File: src/rtl/bus_timer.sv
// Memory-mapped 32-bit timer: prescaled up-counter, compare match with a sticky flag,
// optional periodic auto-reload and a level interrupt, on a single-cycle-latency bus.
module bus_timer #(
  parameter int unsigned PRESCALE_DIV = 1,
  parameter logic [31:0] CMP_RESET    = 32'hFFFFFFFF
) (
  input  logic        clk,
  input  logic        reset,
  input  logic        enable,
  input  logic        mem_valid,
  input  logic [31:0] mem_addr,
  input  logic [31:0] mem_wdata,
  input  logic [3:0]  mem_wstrb,
  output logic [31:0] mem_rdata,
  output logic        mem_ready,
  output logic        irq
);

  localparam int unsigned PsW = (PRESCALE_DIV > 1) ? $clog2(PRESCALE_DIV) : 1;
  localparam logic [PsW-1:0] PsLast = PsW'(PRESCALE_DIV - 1);

  typedef enum logic [1:0] {
    RegCount   = 2'd0,
    RegCompare = 2'd1,
    RegCtrl    = 2'd2,
    RegStatus  = 2'd3
  } reg_e;

  logic [31:0]    count_q, count_d;
  logic [31:0]    compare_q, compare_d;
  logic [2:0]     ctrl_q, ctrl_d;      // {IRQ_EN, PERIODIC, EN}
  logic           match_q, match_d;
  logic [PsW-1:0] presc_q, presc_d;
  logic           ready_q, ready_d;
  logic [31:0]    rdata_q, rdata_d;

  logic        accept;
  logic        wr_en;
  reg_e        reg_sel;
  logic        wr_count;
  logic        wr_compare;
  logic        wr_ctrl;
  logic        clr_match;
  logic        tick;
  logic        hit;
  logic [31:0] rd_val;

  logic unused_addr;
  assign unused_addr = ^{mem_addr[31:4], mem_addr[1:0]};

  function automatic logic [31:0] merge_bytes(input logic [31:0] old_val,
                                              input logic [31:0] new_val,
                                              input logic [3:0]  strb);
    logic [31:0] res;
    res = old_val;
    for (int b = 0; b < 4; b++) begin
      if (strb[b]) res[8*b +: 8] = new_val[8*b +: 8];
    end
    return res;
  endfunction

  always_comb begin
    accept     = mem_valid & enable & ~ready_q;
    wr_en      = accept & (|mem_wstrb);
    reg_sel    = reg_e'(mem_addr[3:2]);
    wr_count   = wr_en & (reg_sel == RegCount);
    wr_compare = wr_en & (reg_sel == RegCompare);
    wr_ctrl    = wr_en & (reg_sel == RegCtrl) & mem_wstrb[0];
    clr_match  = wr_en & (reg_sel == RegStatus) & mem_wstrb[0] & mem_wdata[0];
    tick       = ctrl_q[0] & (presc_q == PsLast);
    hit        = tick & (count_q == compare_q);
  end

  always_comb begin
    rd_val = 32'h0;
    unique case (reg_sel)
      RegCount:   rd_val = count_q;
      RegCompare: rd_val = compare_q;
      RegCtrl:    rd_val = {29'h0, ctrl_q};
      RegStatus:  rd_val = {31'h0, match_q};
      default:    rd_val = 32'h0;
    endcase
  end

  always_comb begin
    count_d   = count_q;
    compare_d = compare_q;
    ctrl_d    = ctrl_q;
    presc_d   = presc_q;
    ready_d   = accept;
    rdata_d   = accept ? rd_val : 32'h0;

    if (!ctrl_q[0] || wr_count || tick) begin
      presc_d = '0;
    end else begin
      presc_d = presc_q + PsW'(1);
    end

    // A COUNT write wins over the tick's increment/reload.
    if (wr_count) begin
      count_d = merge_bytes(count_q, mem_wdata, mem_wstrb);
    end else if (tick) begin
      count_d = (hit && ctrl_q[1]) ? 32'h0 : count_q + 32'd1;
    end

    if (wr_compare) compare_d = merge_bytes(compare_q, mem_wdata, mem_wstrb);
    if (wr_ctrl)    ctrl_d    = mem_wdata[2:0];

    // A match set in the same cycle beats the write-one-to-clear.
    match_d = (match_q & ~clr_match) | hit;
  end

  always_ff @(posedge clk) begin
    if (reset) begin
      count_q   <= 32'h0;
      compare_q <= CMP_RESET;
      ctrl_q    <= 3'h0;
      match_q   <= 1'b0;
      presc_q   <= '0;
      ready_q   <= 1'b0;
      rdata_q   <= 32'h0;
    end else begin
      count_q   <= count_d;
      compare_q <= compare_d;
      ctrl_q    <= ctrl_d;
      match_q   <= match_d;
      presc_q   <= presc_d;
      ready_q   <= ready_d;
      rdata_q   <= rdata_d;
    end
  end

  assign mem_ready = ready_q;
  assign mem_rdata = rdata_q;
  assign irq       = match_q & ctrl_q[2];

endmodule

File: config.mk
export PLATFORM = sky130hd
export DESIGN_NAME = bus_timer
export DESIGN_NICKNAME = d
export VERILOG_FILES = /design/src/rtl/bus_timer.sv
export SDC_FILE = /design/constraint.sdc
export NUM_CORES = 1
export LEC_CHECK = 0
export BUFFER_PORTS_ARGS = -buffer_cell sky130_fd_sc_hd__buf_4
export CORE_MARGIN = 10
export CORE_UTILIZATION = 25
export DETAILED_ROUTE_END_ITERATION = 8
export PLACE_DENSITY_LB_ADDON = 0.05
export SLEW_MARGIN = 20
export SYNTH_ARGS = -nofsm -noshare
export SYNTH_HDL_FRONTEND = slang
export SYNTH_SLANG_ARGS = --single-unit
File: constraint.sdc
create_clock -name clk -period 2.5 [get_ports clk]
set_clock_uncertainty 0.2 [all_clocks]
set_input_delay 0.375 -clock clk [delete_from_list [all_inputs] [get_ports clk]]
set_output_delay 0.375 -clock clk [all_outputs]
set_load 0.05 [all_outputs]
==> results of run 1 <==
==> through the flow <==
step           hold WS [ps]  util, %
2_1_floorplan         259.1        -
3_3_place_gp          284.1    31.85
3_5_place_dp          289.6    31.85
4_1_cts               36.98    33.41
5_1_grt               50.93    33.50
6_report              46.11    33.50
==> layout make-up <==
class | instances | area (um^2) | share of cell area (%)
multi-input combinational | 497 | 3035 | 43.38
sequential | 102 | 2042 | 29.18
timing repair buffer | 163 | 1236 | 17.67
tap | 275 | 344.1 | 4.918
clock buffer | 12 | 246.5 | 3.523
clock inverter | 4 | 70.07 | 1.001
inverter | 6 | 22.52 | 0.3219
==> critical path, delay by kind of cell, from the launching register on <==
family	cells	cell delay, ps
buf+inv	3	520
simple gates	4	540
flops	1	330
xor+xnor	1	260
compound gates	2	440
==> layer usage <==
metal  global-route usage (%)  vias to the layer above  share of wire, %
li1                         -                     2570                 -
met1                    19.82                     2468                47
met2                    24.11                      141                47
met3                    2.776                       16               5.1
met4                    5.108                        0               1.7
met5                        0                        -                 0
==> placed cells by master (no fill, tap or decap), types with 3 or more instances in the layout <==
master / instances
sky130_fd_sc_hd__o2bb2ai_1: 3
sky130_fd_sc_hd__nor2b_1: 3
sky130_fd_sc_hd__a22oi_1: 4
sky130_fd_sc_hd__xnor2_1: 22
sky130_fd_sc_hd__nand3b_1: 3
sky130_fd_sc_hd__buf_4: 162
sky130_fd_sc_hd__clkbuf_16: 9
sky130_fd_sc_hd__inv_1: 6
sky130_fd_sc_hd__dfxtp_1: 102
sky130_fd_sc_hd__o31ai_1: 7
sky130_fd_sc_hd__and4_1: 4
sky130_fd_sc_hd__a211oi_1: 6
sky130_fd_sc_hd__nor3_1: 18
sky130_fd_sc_hd__xor2_1: 14
sky130_fd_sc_hd__and2_1: 4
sky130_fd_sc_hd__nor3_2: 3
sky130_fd_sc_hd__nand2b_1: 3
sky130_fd_sc_hd__nor2_1: 71
sky130_fd_sc_hd__nor4_1: 5
sky130_fd_sc_hd__mux2i_1: 39
sky130_fd_sc_hd__a31oi_1: 7
sky130_fd_sc_hd__a21oi_1: 31
sky130_fd_sc_hd__nand4_1: 8
sky130_fd_sc_hd__o21ai_1: 3
sky130_fd_sc_hd__nand3_1: 81
sky130_fd_sc_hd__nand2_1: 81
sky130_fd_sc_hd__o21ai_0: 16
sky130_fd_sc_hd__and3_1: 13
==> worst paths after layout <==
path / startpoint / end / slack (ps) / cells past startpoint
setup / recovery: compare_q[6] / count_q[20] / 110 / 10
hold / removal: mem_wdata[22] / compare_q[22] / 50 / 3
setup reg to reg: compare_q[6] / count_q[20] / 110 / 10
hold reg to reg: compare_q[10] / compare_q[10] / 300 / 2
==> cell families (layout without fill, tap and decap cells) <==
| family | Yosys count | after routing | synth area share (%) |
|---|---|---|---|
| muxes | 40 | 40 | 7.811 |
| DFF | 102 | 102 | 38.63 |
| other | 1 | 1 | 0.07094 |
| buffers and inverters | 51 | 185 | 4.568 |
| AOI/OAI and AO/OA | 104 | 104 | 13.78 |
| xor gates and xnor gates | 36 | 36 | 5.964 |
| adders and majority gates | 1 | 1 | 0.2366 |
| and+or+nand+nor | 315 | 315 | 28.95 |
==> state kept, by name (all words and copies together) (netlist names) <==
signal	count
ctrl_q	3
match_q	1
mem_rdata	32
compare_q	32
presc_q	1
mem_ready	1
count_q	32
==> Yosys cell counts (5+ instances only) <==
| cell type | instances | area share (%) |
|---|---|---|
| sky130_fd_sc_hd__a21oi_1 | 31 | 2.9 |
| sky130_fd_sc_hd__inv_1 | 6 | 0.43 |
| sky130_fd_sc_hd__a31oi_1 | 7 | 0.83 |
| sky130_fd_sc_hd__clkbuf_1 | 21 | 1.5 |
| sky130_fd_sc_hd__nor2_1 | 73 | 5.2 |
| sky130_fd_sc_hd__and4_1 | 5 | 0.83 |
| sky130_fd_sc_hd__nor4_1 | 6 | 0.71 |
| sky130_fd_sc_hd__buf_2 | 15 | 1.4 |
| sky130_fd_sc_hd__o21ai_0 | 16 | 1.5 |
| sky130_fd_sc_hd__nor3_1 | 20 | 1.9 |
| sky130_fd_sc_hd__mux2i_1 | 39 | 7.4 |
| sky130_fd_sc_hd__xnor2_1 | 22 | 3.6 |
| sky130_fd_sc_hd__a211oi_1 | 6 | 0.85 |
| sky130_fd_sc_hd__xor2_1 | 14 | 2.3 |
| sky130_fd_sc_hd__o31ai_1 | 7 | 0.99 |
| sky130_fd_sc_hd__and3_1 | 13 | 1.5 |
| sky130_fd_sc_hd__nand4_1 | 8 | 0.95 |
| sky130_fd_sc_hd__nand2_1 | 81 | 5.8 |
| sky130_fd_sc_hd__nand3_1 | 81 | 7.7 |
| sky130_fd_sc_hd__dfxtp_1 | 102 | 39 |
==> report_power, final <==
part           switching, uW  total (uW)  internal (uW)
combinational            231         394            163
sequential              23.3        1680           1650
clock                    658        1560            904
==> what timing repair did <==
action                                  4_1_cts  5_1_grt
resized for setup                             2        5
pin swaps                                     0        3
gates cloned                                  0        0
hold endpoints to repair                      0        0
hold buffers                                  0        0
endpoints found under the setup margin        6       24
==> impl_metrics.csv, run 1 <==
group,metric,value,unit
outcome,outcome,"finished clean",
floorplanning,placeableCoreArea,20890,um^2
clock_network,tritoncts_sink_count,102,
placement,preCtsSetupSlack,-7.366,ps
setup_path,worst_path_largest_cell_delay,330,ps
clock_network,clk_latency,360,ps
floorplanning,io-pin-count,106,
setup_path,worst_ep_arrival_time,2440,ps
final_layout,postLayoutCellArea,6997,um^2
placement,numPortBuffers,75,
logic_synthesis,synth.ff_latch_count,102,
placement,place_area,6653,um^2
routing,first_pass_drt_iterations,5,
final_layout,layout.cells.non_filler,1059,
timing,final_setup_fails,0,
setup_path,critical-path-top-cell-by-count,"sky130_fd_sc_hd__buf_4",
logic_synthesis,netlist-cell-type-count,66,
floorplanning,overall_die_height,165.4,um
timing,min_period_over_period,95.54,%
clock_network,cts.reportedPaths.clkPinSlew,70,ps
routing,drc,0,
clock_network,h-tree-depth,3,
final_layout,layout.nets,852,
routing,routed_wire_length_per_instance,19.00,um
timing,tightest_slew,620.9,ps
logic_synthesis,post_synthesis_mean_instance_area,8.133,um^2
setup_path,crit_fanout,3,
power_and_ir_drop,total_power,3633,uW
floorplanning,die_w,165.4,um
setup_path,critPathLaunchType,"register",
clock_network,cts_setup_buffers,0,
global_routing,gr-total-overflow,0,
setup_path,slowest_stage,"sky130_fd_sc_hd__dfxtp_1",
logic_synthesis,yosysWarnings,0,
global_routing,grtUsageTotal,15.02,%
final_layout,layout-area-overhead-vs-synth,32.36,%
floorplanning,floorplan.rows,53,
logic_synthesis,synth_edf_count,0,
routing,detail_route.wirelength,20120,um
logic_synthesis,synth.net_count,723,
clock_network,maximum_buffer_depth_of_the_clock_tree,2,
global_routing,grt_first_pass_wirelength,31480,um
job,drv.max_cap_violation_count,0,
clock_network,tritoncts_clock_tree,"built",
logic_synthesis,synth_cells,650,
timing,slew_viol_final,0,
final_layout,fillCellCount,2230,
timing,timing.slew.headroom,58.45,%
floorplanning,die_outline_area,27360,um^2
clock_network,cts_buffers,9,
placement,place_congestion,0.8625,
routing,via_count,5195,
timing,max_freq,0.4187,GHz
routing,post_drt_via_cell_ratio,4.906,
final_layout,layout_cell_share_with_drive_strength_beyond_1,25.89,%
power_and_ir_drop,pwr_density_cell,519.2,nW/um^2
logic_synthesis,syn_area,5286,um^2
logic_synthesis,post_synthesis_sequential_area_ratio,38.63,%
timing,min_tclk_post_route,2389,ps
logic_synthesis,ys_async_sr_fraction,0,%
timing,final-hold-violation-count,0,
power_and_ir_drop,max-vdd-ir-drop,0.2625,mV
clock_network,cts_root_buffer,"sky130_fd_sc_hd__clkbuf_16",
global_routing,grt_max_degree,25,
min_path,hold_crit_path_type,"primary input to register",
logic_synthesis,yosys_most_used_dff,"sky130_fd_sc_hd__dfxtp_1",
timing,layout_setup_ws,111.5,ps
routing,postRouteAntennaNets,0,
placement,placed_cells_incl_taps,1043,
placement,detailedPlacementHpwl,15410,um
floorplanning,starting_utilization_of_the_core_area,25.31,%
setup_path,critical_path_required,2550,ps
global_routing,number_of_antenna_violations_at_the_first_check_in_global_routing,0,
setup_path,path_cells,"xnor2_1 -> buf_4 -> nand4_1 -> nor3_2 -> buf_4 -> nand4_1 -> buf_4 -> a21oi_1 -> nor2b_1 -> o31a_1",
timing,tns,0,ps
setup_path,worst_setup_path_end_kind,"register",
global_routing,first_global_vias,5281,
final_layout,num_antenna_cells,0,
setup_path,critical_path_class,"register to register",
power_and_ir_drop,leakage,0.002917,uW
routing,drt-initial-drc-count,358,
(Power assumes the default switching activity.)
==> run 2: changes to the inputs <==
Settings changed: HOLD_SLACK_MARGIN from default to 0.12.
==> run 2 against run 1 <==
Effect of this change:
- design area up 4.6%
- clock power about the same
- via count is 1.7% higher
- count of clock-buffer cells in the layout unchanged
- fmax grew 0.41%
- hold slack improved by 140 ps
- sequential power barely moved
- die area stayed put
- largest cell class unchanged
- global-route usage up 0.12 points
- critical path depth stayed put
==> impl_metrics.csv, run 2 (same netlist as run 1, synthesis figures left out) <==
group,metric,value,unit
floorplanning,floorplan.rows,53,
setup_path,reg2reg_depth,10,
final_layout,seqCellArea,2042,um^2
floorplanning,io-pin-count,106,
min_path,end_point_of_the_worst_hold_path,"compare_q[23]",
routing,drt-initial-drc-count,313,
power_and_ir_drop,power.share.clock,42.5,%
setup_path,worst_ep_arrival_time,2430,ps
final_layout,fillCellCount,2207,
min_path,hold_crit_path_type,"primary input to register",
min_path,min_delay_path_depth,3,
final_layout,combined_area_of_the_multi_input_logic_cells,3035,um^2
placement,preCtsSetupSlack,-7.366,ps
placement,detailedPlacementHpwl,15410,um
power_and_ir_drop,psw,919.5,uW
setup_path,critical_path_class,"register to register",
global_routing,groute.layer.met3.usage,2.578,%
routing,via_count,5284,
global_routing,grt_first_pass_wirelength,31850,um
setup_path,worst-r2r-setup-slack,120,ps
global_routing,grt_max_degree,25,
clock_network,tritoncts_sink_count,102,
final_layout,layout.nets,884,
power_and_ir_drop,max-vdd-ir-drop,0.2632,mV
final_layout,layout_commonest_cell,"sky130_fd_sc_hd__buf_4",
timing,min_period_over_period,95.15,%
timing,max_freq,0.4204,GHz
placement,place_area,6653,um^2
power_and_ir_drop,total_power,3672,uW
final_layout,num_antenna_cells,0,
timing,tightest_slew,632.1,ps
power_and_ir_drop,internal_power,2752,uW
setup_path,critical_path_required,2550,ps
timing,timing.slew.headroom,57.71,%
min_path,min_delay_src,"mem_wstrb[2]",
clock_network,maximum_buffer_depth_of_the_clock_tree,2,
floorplanning,placeableCoreArea,20890,um^2
routing,post_drt_via_cell_ratio,4.843,
setup_path,crit_fanout,3,
setup_path,critPathLaunchType,"register",
clock_network,tritoncts_clock_tree,"built",
placement,place_congestion,0.8625,
global_routing,grt_util_met1,20.15,%
final_layout,layout_common_cells,"sky130_fd_sc_hd__buf_4, sky130_fd_sc_hd__dfxtp_1, sky130_fd_sc_hd__nand2_1, sky130_fd_sc_hd__nand3_1, sky130_fd_sc_hd__nor2_1",
power_and_ir_drop,switching_share,25.04,%
routing,detail_route.wirelength,20250,um
routing,routed_wire_length_per_instance,18.56,um
setup_path,r2r_end,"count_q[20]",
setup_path,r2r_startpoint,"compare_q[6]",
final_layout,layout-area-overhead-vs-synth,38.41,%
global_routing,number_of_antenna_violations_at_the_first_check_in_global_routing,0,
job,drv.max_cap_violation_count,0,
global_routing,grt_most_used_layer,"met2",
outcome,outcome,"finished clean",
routing,postRouteAntennaNets,0,
global_routing,first_global_vias,5425,
power_and_ir_drop,seq_power_share,45.7,%
timing,layout_setup_ws,121.1,ps
placement,numPortBuffers,75,
global_routing,gr-total-overflow,0,
floorplanning,overall_die_height,165.4,um
clock_network,cts_buffers,9,
power_and_ir_drop,power.combinational.fraction,11.8,%
routing,first_pass_drt_iterations,5,
global_routing,grtUsageMet2,24.26,%
timing,slew_viol_final,0,
power_and_ir_drop,pwr_density_cell,501.8,nW/um^2
timing,final-hold-violation-count,0,
clock_network,cts_setup_buffers,0,
timing,min_tclk_post_route,2379,ps
setup_path,worst_setup_path_end_kind,"register",
power_and_ir_drop,leakage,0.003051,uW
clock_network,h-tree-depth,3,
clock_network,cts_root_buffer,"sky130_fd_sc_hd__clkbuf_16",
floorplanning,die_outline_area,27360,um^2
floorplanning,die_w,165.4,um
clock_network,clk_latency,360,ps
timing,final_setup_fails,0,
clock_network,cts.reportedPaths.clkPinSlew,70,ps
floorplanning,starting_utilization_of_the_core_area,25.31,%
routing,drc,0,
global_routing,grtUsageTotal,15.14,%
final_layout,layout_cell_share_with_drive_strength_beyond_1,24.88,%
final_layout,postLayoutCellArea,7317,um^2
run 2: cell count changes in the layout (fill, tap and decap cells not counted), sizes merged:
cell | previous run | this run
dlygate4sd3 | 0 | 32
run 2: repair_timing:
| action | CTS | global route |
|---|---|---|
| setup endpoints to repair | 6 | 24 |
| endpoints found under the hold margin | 36 | 0 |
| hold buffers | 32 | 0 |
| pin swaps | 0 | 3 |
| gates resized for setup | 2 | 5 |
run 2: layout make-up:
cell class	instances	share of cell area, %
clock buffers	12	3.369
flip-flops and latches	102	27.91
inverters	6	0.3078
repair buffers	195	21.27
well taps	275	4.702
clock inverters	4	0.9576
multi-input cells	497	41.48
run 2: through the flow:
step	cells	TNS, ps	utilization (%)	hold slack, ps
2_1_floorplan	650	0	-	259.1
3_3_place_gp	1043	-2.320	31.85	284.1
3_5_place_dp	1043	-8.753	31.85	289.6
4_1_cts	1091	0	34.94	175.9
5_1_grt	1091	-8.009	35.03	193.9
6_report	1091	0	35.03	188.9
run 2: worst max path at each step:
stage	from	endpoint
2_1_floorplan	mem_ready	count_q[14]
3_3_place_gp	mem_wstrb[1]	count_q[17]
3_5_place_dp	compare_q[27]	count_q[25]
4_1_cts	compare_q[6]	count_q[20]
5_1_grt	compare_q[13]	count_q[15]
6_report	compare_q[6]	count_q[20]
run 2: metal layers:
metal,share of wire (%),vias to the layer above,wire length (um)
met2,46,126,9365
met1,47,2512,9583
li1,-,2630,-
met5,0,-,0
met3,4.7,16,957
met4,1.7,0,342
run 2: power by group through the flow:
stage / Clock, uW / Sequential (uW) / Combinational (uW)
floorplan: 0 / 1740 / 178
global placement: 0 / 1710 / 395
detailed placement: 0 / 1710 / 397
CTS: 1620 / 1680 / 439
global route: 1670 / 1680 / 473
finish: 1560 / 1680 / 433
run 2: worst max-delay path, stage by stage (launching register included):
cell	delay [ps]
sky130_fd_sc_hd__dfxtp_1	330
sky130_fd_sc_hd__xnor2_1	260
sky130_fd_sc_hd__buf_4	170
sky130_fd_sc_hd__nand4_1	140
sky130_fd_sc_hd__nor3_2	180
sky130_fd_sc_hd__buf_4	140
sky130_fd_sc_hd__nand4_1	150
sky130_fd_sc_hd__buf_4	200
sky130_fd_sc_hd__a21oi_1	150
sky130_fd_sc_hd__nor2b_1	70
sky130_fd_sc_hd__o31a_1	280
==> run 3: changes to the inputs <==
Settings changed: REMOVE_ABC_BUFFERS from default to 1.
==> run 3 against run 2 <==
Effect of this change:
- routed wire length is 0.97% higher
- design area is 0.27% higher
- die area stayed put
- count of clock-buffer cells in the layout is 2 higher
- global-route usage hardly changed
- critical path depth is 1 lower
- setup slack better by 11 ps
- first-iteration DRC count is 11% higher
- register-to-register slack hardly changed
- sequential cell count stayed put
- critical endpoint is now count_q[12]
- largest power group unchanged
==> impl_metrics.csv, run 3 (same netlist as run 1, synthesis figures left out) <==
group,metric,value,unit
outcome,outcome,"finished clean",
setup_path,worst_setup_path_end_kind,"register",
routing,m1WireLength,9734,um
job,drv.max_cap_violation_count,0,
final_layout,postLayoutCellArea,7337,um^2
final_layout,layout_common_cells,"sky130_fd_sc_hd__buf_4, sky130_fd_sc_hd__dfxtp_1, sky130_fd_sc_hd__nand2_1, sky130_fd_sc_hd__nand3_1, sky130_fd_sc_hd__nor2_1",
setup_path,critical_path_class,"register to register",
timing,max_freq,0.4224,GHz
clock_network,clk_latency,360,ps
final_layout,layout.nets,886,
placement,place_area,6685,um^2
floorplanning,io-pin-count,106,
clock_network,h-tree-depth,3,
power_and_ir_drop,internal_power,2610,uW
floorplanning,placeableCoreArea,20890,um^2
power_and_ir_drop,total_power,3546,uW
final_layout,layout.cells.non_filler,1093,
timing,final-hold-violation-count,0,
floorplanning,starting_utilization_of_the_core_area,25.31,%
global_routing,gr-total-overflow,0,
global_routing,first_global_vias,5394,
floorplanning,die_outline_area,27360,um^2
clock_network,maximum_buffer_depth_of_the_clock_tree,2,
routing,drc,0,
power_and_ir_drop,power.share.clock,40.4,%
placement,numPortBuffers,75,
final_layout,layout_cell_share_with_drive_strength_beyond_1,25.43,%
setup_path,critical_path_required,2550,ps
final_layout,num_antenna_cells,0,
setup_path,critPathLaunchType,"register",
clock_network,cts_buffers,9,
setup_path,worst-r2r-setup-slack,130,ps
placement,detailedPlacementHpwl,15340,um
power_and_ir_drop,seq_power_share,47.3,%
clock_network,tritoncts_clock_tree,"built",
routing,drt-initial-drc-count,348,
power_and_ir_drop,psw,935.7,uW
clock_network,tritoncts_sink_count,102,
timing,timing.slew.headroom,57.19,%
floorplanning,die_w,165.4,um
timing,final_setup_fails,0,
global_routing,grt_first_pass_wirelength,31740,um
min_path,min_delay_src,"reset",
setup_path,r2r_end,"count_q[12]",
routing,first_pass_drt_iterations,5,
power_and_ir_drop,leakage,0.003056,uW
min_path,min_delay_path_depth,2,
timing,min_period_over_period,94.71,%
setup_path,crit_fanout,3,
routing,dr_wl_met3,861,um
global_routing,number_of_antenna_violations_at_the_first_check_in_global_routing,0,
setup_path,reg2reg_depth,9,
routing,postRouteAntennaNets,0,
timing,min_tclk_post_route,2368,ps
routing,detail_route.wirelength,20450,um
final_layout,layout-area-overhead-vs-synth,38.79,%
power_and_ir_drop,switching_share,26.39,%
timing,holdWs,179.0,ps
routing,post_drt_via_cell_ratio,4.884,
floorplanning,overall_die_height,165.4,um
clock_network,cts_root_buffer,"sky130_fd_sc_hd__clkbuf_16",
placement,place_congestion,0.8493,
setup_path,worst_ep_arrival_time,2420,ps
clock_network,cts.reportedPaths.clkPinSlew,80,ps
timing,grt_setup_unrepaired,"false",
setup_path,path_cells,"xnor2_1 -> nand4_1 -> nor3_1 -> buf_4 -> nand4_1 -> buf_4 -> a21oi_1 -> nor2b_1 -> o31a_1",
min_path,end_point_of_the_worst_hold_path,"ctrl_q[0]",
setup_path,slowest_stage,"sky130_fd_sc_hd__dfxtp_1",
setup_path,worst_path_largest_cell_delay,340,ps
final_layout,layout_commonest_cell,"sky130_fd_sc_hd__buf_4",
timing,tightest_slew,640.8,ps
power_and_ir_drop,power.combinational.fraction,12.3,%
min_path,hold_crit_path_type,"primary input to register",
global_routing,grt_max_degree,35,
global_routing,grtUsageTotal,15.18,%
power_and_ir_drop,max-vdd-ir-drop,0.2663,mV
setup_path,r2r_startpoint,"compare_q[6]",
routing,via_count,5338,
timing,slew_viol_final,0,
routing,maxUsedRoutingLayer,"met4",
placement,placed_cells_incl_taps,1044,
routing,route.met2.wl,9599,um
floorplanning,floorplan.rows,53,
routing,routed_wire_length_per_instance,18.71,um
power_and_ir_drop,pwr_density_cell,483.3,nW/um^2
[run 3: cell count changes in the layout (fill, tap and decap cells not counted), sizes merged]
cell      before  now
buf          163  165
bufinv         2    0
clkbuf        12   14
clkinv         2    0
clkinvlp       0    2
[run 3: final cells by class]
class | instances | area, um^2
repair buffers | 197 | 1600
clock inverters | 2 | 15.01
inverters | 6 | 22.52
fillers | 2179 | 13550
clock buffers | 14 | 274.0
multi-input cells | 497 | 3035
well taps | 275 | 344.1
flip-flops and latches | 102 | 2046
[run 3: metrics by stage]
stage | utilization (%) | worst slack (ps) | TNS, ps
3_3_place_gp | 32.00 | -11.96 | -15.82
4_1_cts | 34.94 | 27.65 | 0
2_1_floorplan | - | -1127 | -33660
6_report | 35.12 | 132.3 | 0
5_1_grt | 35.12 | 0.5920 | 0
3_5_place_dp | 32.00 | -80.87 | -515.2
[run 3: metal layers]
metal  GRT usage, %  vias up
met3          2.380       14
met4          4.190        0
met5              0        -
li1               -     2638
met1          20.49     2560
met2          24.55      126
[run 3: worst max-delay path: cells and delay by family, from the launching register on]
kind / cells / cell delay [ps]
AOI/OAI and AO/OA: 2 / 400
xor gates and xnor gates: 1 / 290
buffers and inverters: 2 / 350
DFF: 1 / 340
and+or+nand+nor: 4 / 670
[run 3: power groups by stage]
stage | Combinational, uW | Clock, uW | Sequential, uW
2_1_floorplan | 137 | 0 | 1750
6_report | 437 | 1430 | 1680
5_1_grt | 477 | 1550 | 1680
3_3_place_gp | 401 | 0 | 1710
4_1_cts | 443 | 1480 | 1680
3_5_place_dp | 402 | 0 | 1710
[run 3: timing repair]
item	CTS	global route
hold buffers	32	0
pin swaps	1	3
setup endpoints to repair	14	10
setup buffers	0	1
resized for setup	3	8
endpoints found under the hold margin	36	0
[run 3: how the worst max path moves through the flow]
stage	start	to	slack [ps]	cells past startpoint
after detailed placement	compare_q[11]	count_q[10]	-80	10
after global placement	compare_q[11]	count_q[15]	-10	10
after floorplan	mem_ready	compare_q[22]	-1130	5
after CTS	compare_q[27]	count_q[10]	30	10
final	compare_q[6]	count_q[12]	130	9
after global routing	compare_q[2]	count_q[16]	0.6	10
